<file path="src/rtl/sim_run_controller_if.sv">
// Monitor bundle from the core array into the run controller:
// per-hart fetch PC / retire pulses and the shared data-store bus.
interface sim_run_controller_if #(
  parameter int NUM_HARTS = 2,
  parameter int XLEN      = 32
);
  logic [NUM_HARTS*XLEN-1:0] hart_pc;
  logic [NUM_HARTS-1:0]      hart_retire;
  logic                      st_valid;
  logic [XLEN-1:0]           st_addr;
  logic [XLEN-1:0]           st_data;

  modport master (
    output hart_pc, hart_retire,
    output st_valid, st_addr, st_data
  );

  modport slave (
    input hart_pc, hart_retire,
    input st_valid, st_addr, st_data
  );
endinterface

</file>
<file path="src/rtl/sim_run_controller.sv">
// Simulation run controller: sequences core reset, counts cycles and
// retirements, and ends the run on tohost, all-harts-halted or timeout.
module sim_run_controller #(
  parameter int              NUM_HARTS      = 2,
  parameter int              XLEN           = 32,
  parameter int              CNT_W          = 32,
  parameter int              RESET_CYCLES   = 2,
  parameter int              HALT_CYCLES    = 8,
  parameter int              TIMEOUT_CYCLES = 1000,
  parameter logic [XLEN-1:0] TOHOST_ADDR    = 'h1000,
  parameter bit              END_ON_HALT    = 1'b1
) (
  input  logic                       clk,
  input  logic                       rst_n,
  output logic                       core_rst_n,
  sim_run_controller_if.slave        mon,
  output logic                       done,
  output logic                       pass,
  output logic                       fail,
  output logic [1:0]                 end_cause,
  output logic [XLEN-2:0]            fail_code,
  output logic [NUM_HARTS-1:0]       hart_halted,
  output logic [CNT_W-1:0]           cycle_count,
  output logic [NUM_HARTS*CNT_W-1:0] instret_count
);

  localparam int SW = $clog2(HALT_CYCLES + 1);
  localparam int RW = $clog2(RESET_CYCLES + 1);

  typedef enum logic [1:0] {
    S_RESET,
    S_RUN,
    S_DONE
  } state_t;

  state_t state_q;
  state_t state_d;

  logic [RW-1:0]   rst_cnt;
  logic [SW-1:0]   stall   [NUM_HARTS];
  logic [XLEN-1:0] prev_pc [NUM_HARTS];

  logic tohost_hit;
  logic halt_all;
  logic timeout_hit;
  logic end_now;

  always_comb begin
    hart_halted = '0;
    for (int i = 0; i < NUM_HARTS; i++)
      hart_halted[i] = (stall[i] >= SW'(HALT_CYCLES));
  end

  always_comb begin
    tohost_hit  = mon.st_valid
                && (mon.st_addr == TOHOST_ADDR)
                && mon.st_data[0];
    halt_all    = END_ON_HALT && (&hart_halted);
    timeout_hit = (cycle_count == CNT_W'(TIMEOUT_CYCLES - 1));
    end_now     = tohost_hit | halt_all | timeout_hit;
    state_d     = state_q;
    unique case (state_q)
      S_RESET: if (rst_cnt == RW'(RESET_CYCLES - 1)) state_d = S_RUN;
      S_RUN:   if (end_now) state_d = S_DONE;
      default: state_d = state_q;
    endcase
  end

  always_ff @(posedge clk or negedge rst_n) begin
    if (!rst_n) state_q <= S_RESET;
    else        state_q <= state_d;
  end

  always_ff @(posedge clk or negedge rst_n) begin
    if (!rst_n) begin
      rst_cnt       <= '0;
      core_rst_n    <= 1'b0;
      done          <= 1'b0;
      pass          <= 1'b0;
      fail          <= 1'b0;
      end_cause     <= 2'd0;
      fail_code     <= '0;
      cycle_count   <= '0;
      instret_count <= '0;
      for (int i = 0; i < NUM_HARTS; i++) begin
        stall[i]   <= '0;
        prev_pc[i] <= '0;
      end
    end else if (state_q == S_RESET) begin
      rst_cnt <= rst_cnt + 1'b1;
      if (state_d == S_RUN) core_rst_n <= 1'b1;
    end else if (state_q == S_RUN) begin
      cycle_count <= cycle_count + 1'b1;
      for (int i = 0; i < NUM_HARTS; i++) begin
        if (mon.hart_retire[i]
            && instret_count[i*CNT_W +: CNT_W] != '1)
          instret_count[i*CNT_W +: CNT_W] <=
            instret_count[i*CNT_W +: CNT_W] + 1'b1;
        // A moving PC or a retirement means the hart is alive
        if (mon.hart_pc[i*XLEN +: XLEN] != prev_pc[i]
            || mon.hart_retire[i])
          stall[i] <= '0;
        else if (stall[i] != SW'(HALT_CYCLES))
          stall[i] <= stall[i] + 1'b1;
        prev_pc[i] <= mon.hart_pc[i*XLEN +: XLEN];
      end
      if (end_now) begin
        done <= 1'b1;
        if (tohost_hit) begin
          end_cause <= 2'd1;
          if (mon.st_data == XLEN'(1)) begin
            pass <= 1'b1;
          end else begin
            fail      <= 1'b1;
            fail_code <= mon.st_data[XLEN-1:1];
          end
        end else if (halt_all) begin
          end_cause <= 2'd2;
        end else begin
          fail      <= 1'b1;
          end_cause <= 2'd3;
        end
      end
    end
  end

endmodule

</file>
<file path="src/flat_wrapper.sv">
// flat-port wrapper written by rule: the top's interface ports become plain ports
module sim_run_controller_flat 
#(
  parameter int              NUM_HARTS      = 2,
  parameter int              XLEN           = 32,
  parameter int              CNT_W          = 32,
  parameter int              RESET_CYCLES   = 2,
  parameter int              HALT_CYCLES    = 8,
  parameter int              TIMEOUT_CYCLES = 1000,
  parameter logic [XLEN-1:0] TOHOST_ADDR    = 'h1000,
  parameter bit              END_ON_HALT    = 1'b1
)
  (clk, rst_n, core_rst_n, done, pass, fail, end_cause, fail_code, hart_halted, cycle_count, instret_count, mon_hart_pc, mon_hart_retire, mon_st_valid, mon_st_addr, mon_st_data);
  sim_run_controller_if #(.NUM_HARTS(NUM_HARTS), .XLEN(XLEN)) mon_i ();
  input  logic clk;
  input  logic rst_n;
  output logic core_rst_n;
  output logic done;
  output logic pass;
  output logic fail;
  output logic [1:0] end_cause;
  output logic [XLEN-2:0] fail_code;
  output logic [NUM_HARTS-1:0] hart_halted;
  output logic [CNT_W-1:0] cycle_count;
  output logic [NUM_HARTS*CNT_W-1:0] instret_count;
  input wire logic [$bits(mon_i.hart_pc)-1:0] mon_hart_pc;
  input wire logic [$bits(mon_i.hart_retire)-1:0] mon_hart_retire;
  input wire logic [$bits(mon_i.st_valid)-1:0] mon_st_valid;
  input wire logic [$bits(mon_i.st_addr)-1:0] mon_st_addr;
  input wire logic [$bits(mon_i.st_data)-1:0] mon_st_data;
  assign mon_i.hart_pc = mon_hart_pc;
  assign mon_i.hart_retire = mon_hart_retire;
  assign mon_i.st_valid = mon_st_valid;
  assign mon_i.st_addr = mon_st_addr;
  assign mon_i.st_data = mon_st_data;
  sim_run_controller #(.NUM_HARTS(NUM_HARTS), .XLEN(XLEN), .CNT_W(CNT_W), .RESET_CYCLES(RESET_CYCLES), .HALT_CYCLES(HALT_CYCLES), .TIMEOUT_CYCLES(TIMEOUT_CYCLES), .TOHOST_ADDR(TOHOST_ADDR), .END_ON_HALT(END_ON_HALT)) u_core (.clk(clk), .rst_n(rst_n), .core_rst_n(core_rst_n), .mon(mon_i), .done(done), .pass(pass), .fail(fail), .end_cause(end_cause), .fail_code(fail_code), .hart_halted(hart_halted), .cycle_count(cycle_count), .instret_count(instret_count));
endmodule
</file>
<file path="config.mk">
export PLATFORM = sky130hd
export DESIGN_NAME = sim_run_controller_flat
export DESIGN_NICKNAME = d
export VERILOG_FILES = /design/src/rtl/sim_run_controller_if.sv /design/src/rtl/sim_run_controller.sv /design/src/flat_wrapper.sv
export SDC_FILE = /design/constraint.sdc
export NUM_CORES = 1
export LEC_CHECK = 0
export ABC_AREA = 1
export CAP_MARGIN = 10
export CORE_AREA = 2 2 162 164
export DETAILED_ROUTE_END_ITERATION = 12
export DIE_AREA = 0 0 164 166
export PLACE_DENSITY_LB_ADDON = 0.25
export SLEW_MARGIN = 30
export SYNTH_ARGS = -nofsm -noshare
export SYNTH_HDL_FRONTEND = slang
export SYNTH_SLANG_ARGS = --single-unit
</file>
<file path="constraint.sdc">
create_clock -name clk -period 1.9 [get_ports clk]
set_clock_uncertainty 0.15 [all_clocks]
set_input_delay 0.19 -clock clk [delete_from_list [all_inputs] [get_ports clk]]
set_output_delay 0.19 -clock clk [all_outputs]
set_load 0.005 [all_outputs]
</file>
; ---- Word level (Yosys, flattened, before mapping)
; Index checks and enable logic that the tools add are counted.
; Widths: inputs -> output; s select.
[totals]
input_bits = 133
register_bits = 209
out_inout_bits = 135
[classes]
add_sub_neg = 6
eq_ne = 14
n_reduce_logical = 20
n_bitwise = 4
n_lt_le_gt_ge = 2
muxes = 12
[op_table]
columns = operator, count
row1 = $add 32x1->32 const B, 3
row2 = $ne 32x32->1, 2
row3 = $ne 32x32->1 const B, 2
row4 = $eq 32x1->1 const B, 1
row5 = $eq 32x10->1 const B, 1
row6 = $eq 32x13->1 const B, 1
row7 = $mux 4, 4
row8 = $reduce_and 3->1, 5
row9 = $reduce_and 5->1, 3
row10 = $add 4x1->4 const B, 2
row11 = $ge 4x4->1 const B, 2
row12 = $ne 4x4->1 const B, 2
row13 = $eq 2x1->1 const B, 3
row14 = $mux 2, 3
row15 = $reduce_and 2->1, 3
row16 = $logic_and 1x1->1, 4
row17 = $mux 1, 4
row18 = $pmux 2 s2, 1
row19 = $reduce_bool 2->1, 2
row20 = $add 2x1->2 const B, 1
row21 = $logic_not 2->1, 1
row22 = $logic_or 1x1->1, 2
row23 = $ne 2x1->1 const B, 1
row24 = $ne 2x2->1 const B, 1
row25 = other kinds (2), 4

; ---- Logic depth before layout (Yosys ltp)
; Gate-level depths: netlist of the first run.
[depth]
word_depth = 9
mapped_depth = 12
depth_no_buf = 12

; ---- Worst setup path after synthesis of the first run
; Ideal clock, no wire load.
[synth_timing]
path_type = reg-to-reg
startpoint = register u_core.instret_count[0]
endpoint = register u_core.instret_count[28]
required_ps = 1685
stages_incl_launch_ff = 12
n_path_buf = 1
setup_time_ps = 65
arrival_ps = 1627
period_less_slack_ps = 1842
path_slack_ps = 58
path_cell_list = dfrtp_1 -> ha_1 -> nand3_1 -> inv_1 -> nand2_1 -> nor2_1 -> nand2_1 -> nand3_2 -> inv_2 -> clkbuf_1 -> o21ai_0 -> nand2_1
[synth_via]
elab_chain_cells = 3
elab_cells_between_ends = 4
[synth_rtl]
columns = item, line
row1 = from (decl), sim_run_controller.sv:24  ; output logic [NUM_HARTS*CNT_W-1:0] instret_count
row2 = "from (signal, indexed assignment)", sim_run_controller.sv:97  ; instret_count[i*CNT_W +: CNT_W] <=
row3 = "parallel branches: the longest is 3 deep, another holds $add 32x1->32", -
; Parallel ways; which one is timed is not known.
; A chain may end at the register's enable or synchronous reset.

; ---- Worst setup path after layout of the first run
[layout_timing]
startpoint = register u_core.cycle_count[1]
endpoint = register u_core.cycle_count[18]
[layout_via]
elab_chain_cells = 1
[layout_rtl]
columns = item, line
row1 = from (decl), sim_run_controller.sv:23  ; output logic [CNT_W-1:0] cycle_count,
row2 = from (signal assigned), sim_run_controller.sv:93  ; cycle_count <= cycle_count + 1'b1;
row3 = $add 32x1->32, sim_run_controller.sv:93
; Every way passes these cells.

==> out/results.txt, run 1 <==
Worst-Skew Late Latency - 520 ps
WS Path Type - register to register
Placed Area - 15380 sq um
Final WL - 33010 um
Post-route ant nets - 0
FFs w/ async S/R, synth - 100.0%
PwrDens - 589.2 nW/um^2
CP Data Arrival Time - 2120 ps
Vias in the first global route - 11270
Gate power share - 5.7%
Final setup viols - 0
First-pass detailed-route iteration total - 5
Max Cap Viol - 0
RSZ-0062 raised after global routing - true
Setup TNS - 0 ps
Utilization after layout - 64.91%
Syn-to-layout area delta - 43.74%
Post-synthesis sequential area ratio - 45.21%
Clock tree buffer depth - 3
Worst hold path type - input port to register
Crit share post-route - 98.12%
Placed insts - 2279
Psw - 2.111 mW
Non-Filler Instances - 2345
Synth top area share - 45.21%
Mux contribution to synthesized area - 0%
Vias - 11430
Syn nets - 1753
Met3 layer usage reported by global route - 3.821%
CP Cell Sequence - ha_2 -> nand2_2 -> nor2_4 -> nand3_2 -> nor2_4 -> buf_4 -> nand3_1 -> xor2_1
Routability Congestion - 0.9168
DP HPWL - 24310 um
Die area - 27220 sq um
Num CTS Buffers - 25
Initial Util - 45.16%
Pint - 7.687 mW
H-tree levels - 1
GRT busiest layer - met2
Num rows - 59
Post-synthesis simple-gate area fraction - 33.15%
Required time of the worst setup path - 2160 ps
Worst Max-Slew Pin Slew - 397.6 ps
Synth Area per Inst - 7.177 sq um
Ant. Diodes - 0
Nets - 2133
Most frequent cell after synthesis - nand2_1
CP max FO - 5
Sequential Power Share - 45.4%
Clock power share - 48.8%
Leak pwr - 8.469 nW
Pins Over Slew Limit - 0
Post-route cell area - 16630 sq um
CP Capture Type - register
R2R Path Start - u_core.cycle_count[1]$_DFFE_PN0P_
# port buffers - 267
DR vias/cell - 4.873
Die H - 166 um
Residual DRC count - 0
Reg2Reg Setup Slack - 40 ps
Mapped Cells - 1612
Grt ovf - 0
First-pass GRT wire length - 54210 um
Yosys reg bits - 209
Share of cells above drive strength 1 - 11.24%
Per-cell routed wire length - 14.08 um
CP max stage delay - 420 ps
Largest area contributor in the netlist - dfrtp_1
Met2 Use GR - 41.63%
Top Ports - 268
Worst-path clk slew - 60 ps
Mapped Area - 11570 sq um
EDFF count, synth - 0
Hold Startpoint - mon_hart_pc[2]
Synth Warn # - 0
Power, Total - 9.798 mW
Post-route minimum period - 1864 ps
Root buf cell - clkbuf_16
CP Launch Type - register
CTS tree - yes
Sw frac - 21.55%
Worst setup path start - u_core.cycle_count[1]$_DFFE_PN0P_
Synth unique cells - 31
Met1 Resource Use GR - 30.84%
Synthesized-area fraction occupied by adder cells - 0.8652%
Die width - 164 um
CP most frequent cell - nor2_4
Iteration-0 DRC count of the detailed router - 786
Final Hold Viols - 0
Total GRT Usage - 24.19%
Compound-Gate Fraction of Synth Area - 5.246%
Initial antenna violation count - 0
Top cells by area, synth - dfrtp_1 45%, nand2_1 20%, inv_1 6.0%, nor2_1 5.9%, xor2_1 5.2%
Worst vdd ir - 0.5241 mV
Status - completed
Synth Area in XOR/XNOR - 8.025%
Maximum clock rate - 536.4 MHz
Core box area - 25620 sq um
Largest family of logic cells by synthesized area - simple AND/OR/NAND/NOR gates
Ys flop type - dfrtp_1
Synth top cells by count - 607 x nand2_1, 209 x dfrtp_1, 185 x inv_1
Largest net degree at the start of global routing - 103
Slowest CP cell - dfrtp_1
Relative slew margins - 73.50%
Clock sink total - 209
worst max-delay path: cells and delay by family, from the launching register on:
kind / cells / cell delay [ps]
and+or+nand+nor: 5 / 590
xor gates and xnor gates: 1 / 160
buffers and inverters: 1 / 150
DFF: 1 / 420
adders and majority gates: 1 / 280
state kept, by name, summed over array words and instances (netlist names):
register	count
u_core.instret_count	64
u_core.prev_pc	64
u_core.cycle_count	32
u_core.fail_code	31
u_core.stall	8
u_core.end_cause	2
u_core.rst_cnt	2
u_core.state_q	2
u_core.core_rst_n	1
u_core.done	1
u_core.fail	1
u_core.pass	1
layer usage:
layer  vias to the layer above  share of wire, %
met4                         0               3.6
met1                      5327                42
met5                         -                 0
met2                       298                50
met3                        79               4.7
li1                       5723                 -
final timing paths:
check	to	cells after the start
hold reg to reg	u_core.fail$_DFFE_PN0P_	2
setup / recovery	u_core.cycle_count[18]$_DFFE_PN0P_	8
setup reg to reg	u_core.cycle_count[18]$_DFFE_PN0P_	8
min in group asynchronous	u_core.cycle_count[17]$_DFFE_PN0P_	3
hold / removal	u_core.prev_pc[34]$_DFFE_PN0P_	3
max in group asynchronous	u_core.prev_pc[63]$_DFFE_PN0P_	4
cell usage in the layout, fill, tap and decap left out, drive strengths merged, types with 2 or more instances in the layout:
| cell type | n |
|---|---|
| bufinv | 2 |
| clkinv | 5 |
| nand3 | 72 |
| xnor2 | 37 |
| nand2 | 610 |
| buf | 123 |
| inv | 188 |
| and2 | 2 |
| nand4 | 21 |
| nor3 | 47 |
| a21oi | 10 |
| clkbuf | 37 |
| dlygate4sd3 | 2 |
| clkdlybuf4s50 | 240 |
| nand3b | 2 |
| o21ai | 104 |
| dfrtp | 209 |
| nor2 | 187 |
| dlygate4sd2 | 4 |
| o21bai | 2 |
| ha | 8 |
| dlymetal6s2s | 22 |
| xor2 | 69 |
cells by family after synthesis:
logic type      count (synthesis)
simple gates                  944
buf+inv                       226
flops                         209
compound gates                119
xor+xnor                      106
fa+ha+maj                       8
timing repair:
action                                 CTS  global route
setup endpoints to repair               11           105
gates resized for setup                 11            77
endpoints found under the hold margin  209             0
pin swaps                                0             8
setup buffers                            6            13
hold buffers                             2             0
metrics by stage:
| step | hold slack (ps) | setup WS (ps) |
|---|---|---|
| after floorplan | -255.6 | 58.18 |
| after global placement | -52.55 | -218.0 |
| after detailed placement | -53.83 | -272.6 |
| after CTS | 77.68 | 0.1942 |
| after global routing | 117.3 | -70.74 |
| final | 99.27 | 35.79 |
power by group through the flow:
stage | clock network (mW) | registers, mW | logic (mW)
finish | 4.79 | 4.45 | 0.560
floorplan | 0 | 4.53 | 0.113
CTS | 4.90 | 4.45 | 0.570
detailed placement | 0 | 4.53 | 0.562
global route | 5.08 | 4.45 | 0.623
global placement | 0 | 4.53 | 0.559
final cells by class:
class / count / area, sq um
timing repair buffer: 392 / 3792
multi-input combinational: 1177 / 5637
sequential: 209 / 5243
tap: 335 / 419.2
clock inverter: 9 / 101.3
clock buffer: 36 / 726.9
inverter: 187 / 709.4
fill: 2186 / 8987
Power figures use the tool's default switching activity.
==> run 2, diff against run 1 <==
--- a/config.mk
+++ b/config.mk
@@ -5,11 +5,11 @@
 export SDC_FILE = /design/constraint.sdc
 export NUM_CORES = 1
 export LEC_CHECK = 0
-export ABC_AREA = 1
 export CAP_MARGIN = 10
-export CORE_AREA = 2 2 162 164
+export CORE_AREA = 2 2 152 154
+export CTS_CLUSTER_SIZE = 40
 export DETAILED_ROUTE_END_ITERATION = 12
-export DIE_AREA = 0 0 164 166
+export DIE_AREA = 0 0 154 156
 export PLACE_DENSITY_LB_ADDON = 0.25
 export SLEW_MARGIN = 30
 export SYNTH_ARGS = -nofsm -noshare
==> out/results.txt, run 2 <==
Setup TNS - -3068 ps (-3068 ps)
Crit share post-route - 107.4% (+9.2 points)
Synth Area per Inst - 10.28 sq um (+43%)
Die width - 154 um (-6.1%)
DR vias/cell - 5.050 (+3.6%)
Worst-path clk slew - 60 ps (about the same)
Ant. Diodes - 0 (unchanged)
Top cells by area, synth - dfrtp_1 54%, nand2_1 9.5%, xnor2_1 9.1%, xor2_1 5.1%, mux2_1 3.5%
Synth Warn # - 0 (unchanged)
Worst-Skew Late Latency - 510 ps (about the same)
WS Path Type - register to register
Post-route minimum period - 2040 ps (+175.5 ps)
Worst R2R End - u_core.instret_count[49]$_DFFE_PN0P_
RSZ-0062 raised after global routing - true
Num rows - 55 (-6.8%)
Max Cap Viol - 0 (unchanged)
Residual DRC count - 0 (unchanged)
Met3 Wirelength - 1670 um (+8.0%)
CP Launch Type - register
Per-cell routed wire length - 16.88 um (+20%)
Largest area contributor in the netlist - dfrtp_1
Pins Over Slew Limit - 0 (unchanged)
Leak pwr - 7.587 nW (-10%)
Clock sink total - 209 (unchanged)
# port buffers - 267 (unchanged)
Reg2Reg Setup Slack - -140 ps (-180 ps)
Iteration-0 DRC count of the detailed router - 389 (-51%)
Die area - 24020 sq um (-12%)
DP HPWL - 19570 um (-19%)
CP max FO - 7 (+2)
Core box area - 22370 sq um (-13%)
Worst path top cell family by delay - simple AND/OR/NAND/NOR gates
Root buf cell - clkbuf_16
Most frequent cells in the layout - 234 x nand2_1, 224 x clkdlybuf4s50_1, 206 x dfrtp_1
Post-route ant nets - 0 (unchanged)
Num CTS Buffers - 24 (-4.0%)
PwrDens - 607.6 nW/um^2 (+3.1%)
Grt ovf - 0 (unchanged)
Largest net degree at the start of global routing - 65 (-37%)
Hold path depth - 3 (unchanged)
Initial Util - 43.29% (-1.9 points)
Final Hold Viols - 0 (unchanged)
Mapped Area - 9682 sq um (-16%)
R2R depth - 9 (+1)
Syn nets - 1083 (-38%)
Max layer used - met4
Final setup viols - 46 (+46)
R2R Path Start - u_core.instret_count[33]$_DFFE_PN0P_
CP max stage delay - 390 ps (-30 ps)
Share of cells above drive strength 1 - 29.32% (+18 points)
First-pass detailed-route iteration total - 5 (unchanged)
Most frequent cell after synthesis - nand2_1
Met2 routed WL - 15020 um (-8.2%)
Nets - 1560 (-27%)
Syn-to-layout area delta - 66.37%
CTS tree - yes
Routability Congestion - 0.8278 (-9.7%)
Initial antenna violation count - 0 (unchanged)
Most common cell after layout, fill and taps aside - nand2_1
EDFF count, synth - 0 (unchanged)
Status - finished with violations
First-pass GRT wire length - 44230 um (-18%)
Slowest CP cell - dfrtp_1
Top Ports - 268 (unchanged)
Biggest regs - u_core.instret_count: 64 flops, u_core.prev_pc: 64 flops, u_core.cycle_count: 32 flops
Vias in the first global route - 8702 (-23%)
Critical path destination - u_core.instret_count[49]$_DFFE_PN0P_
Relative slew margins - 56.82% (-17 points)
Mapped Cells - 942 (-42%)
Required time of the worst setup path - 2180 ps (+20 ps)
Pre-CTS WS - -901.6 ps (-629.0 ps)
Synth top area share - 54.02% (+8.8 points)
Total GRT Usage - 22.76% (-1.4 points)
Vias - 8691 (-24%)
Worst setup path start - u_core.instret_count[33]$_DFFE_PN0P_
Clock tree buffer depth - 3 (unchanged)
Power, Total - 9.786 mW (-0.12%)
CP Data Arrival Time - 2320 ps (+200 ps)
Synth top cells by count - 245 x nand2_1, 209 x dfrtp_1, 101 x xnor2_1
CP bufs+invs - 2 (+1)
Setup WS post-layout - -139.7 ps (-175.5 ps)
FFs w/ async S/R, synth - 100.0% (unchanged)
Failing checks - setup timing
Hold slack - 111.6 ps (+12.30 ps)
Post-synthesis sequential area ratio - 54.02% (+8.8 points)
Final WL - 29050 um (-12%)
CP Depth - 9 (+1)
CP most frequent cell - nor3_4
Worst vdd ir - 0.6930 mV (+32%)
Worst hold path type - input port to register
Maximum clock rate - 490.3 MHz (-8.6%)
Die H - 156 um (-6.0%)
Metal1 wirelength - 11650 um (-16%)
Yosys reg bits - 209 (unchanged)
Ys flop type - dfrtp_1
CP Cell Sequence - ha_2 -> and3_4 -> nand4_1 -> buf_4 -> nor3_4 -> or3_1 -> buf_6 -> nor3_4 -> xor2_1
CP Capture Type - register
H-tree levels - 1 (unchanged)
Fillers - 1541 (-30%)
Worst Max-Slew Pin Slew - 645.6 ps (+248.0 ps)
Synth unique cells - 42 (+35%)
[run 2: changes by cell type after synthesis, moves of 10 or more]
cell / change
nor4_1: +25
and3_1: +17
buf_2: -15
and4_1: +10
mux2_1: +30
o21ai_0: -92
nand4_1: +16
nand3_1: -23
nor2_1: -150
xnor2_1: +64
xor2_1: -13
nand2_1: -362
inv_1: -174
nor3_1: -26
[run 2: logic make-up (layout without fill, tap and decap cells)]
family | Yosys count | in the layout | share of synthesized area (%)
DFF | 209 | 209 | 54.02
adders and majority gates | 8 | 8 | 1.034
and+or+nand+nor | 469 | 469 | 23.21
AOI/OAI and AO/OA | 24 | 24 | 1.616
buffers and inverters | 39 | 533 | 1.745
muxes | 36 | 36 | 4.174
xor gates and xnor gates | 157 | 157 | 14.20
[run 2: report_power, final]
| part | internal (mW) | switching (mW) | total, mW | leakage (nW) |
|---|---|---|---|---|
| Clock | 2.92 | 1.86 | 4.78 | 0.414 |
| Sequential | 4.45 | 0.0000000000769 | 4.45 | 2.52 |
| Combinational | 0.318 | 0.236 | 0.554 | 4.65 |
[run 2: cell type report]
| type | instances | area, sq um | area share, % |
|---|---|---|---|
| sequential | 209 | 5234 | 32.49 |
| tap | 285 | 356.6 | 2.214 |
| multi-input combinational | 694 | 5174 | 32.12 |
| clock inverter | 15 | 161.4 | 1.002 |
| clock buffer | 28 | 666.9 | 4.140 |
| inverter | 11 | 41.29 | 0.2563 |
| timing repair buffer | 479 | 4474 | 27.78 |
[run 2: per-layer routing]
layer,track usage [%],vias up
li1,-,4140
met1,27.61,4273
met2,41.36,230
met3,4.194,48
met4,6.765,0
met5,0,-
[run 2: worst min-delay path, cell delays in order]
cell and delay [ps]:
clkdlybuf4s50_1 430, nand2_1 70, nand2_1 40
[run 2: worst min-delay path by stage]
| stage | from | endpoint | slack (ps) |
|---|---|---|---|
| detailed placement | rst_n | u_core.prev_pc[15]$_DFFE_PN0P_ | -120 |
| floorplan | rst_n | u_core.core_rst_n$_DFFE_PN0P_ | -260 |
| finish | mon_hart_pc[29] | u_core.prev_pc[61]$_DFFE_PN0P_ | 110 |
| CTS | mon_hart_pc[29] | u_core.prev_pc[61]$_DFFE_PN0P_ | 90 |
| global placement | rst_n | u_core.prev_pc[15]$_DFFE_PN0P_ | -120 |
| global route | mon_hart_pc[29] | u_core.prev_pc[61]$_DFFE_PN0P_ | 110 |
[run 2: repair_timing]
action | in CTS | in global routing
gates resized for setup | 134 | 149
endpoints found under the hold margin | 209 | 0
buffers inserted | 17 | 22
pin swaps | 30 | 69
endpoints found under the setup margin | 80 | 123
hold buffers | 2 | 0
gates cloned | 3 | 0
[run 2: metrics by stage]
step	utilization, %	cell area (sq um)	cells
after floorplan	-	9808	942
after global placement	62.90	14070	1639
after detailed placement	62.90	14070	1639
after CTS	68.91	15410	1704
after global routing	72.02	16110	1721
final	72.02	16110	1721
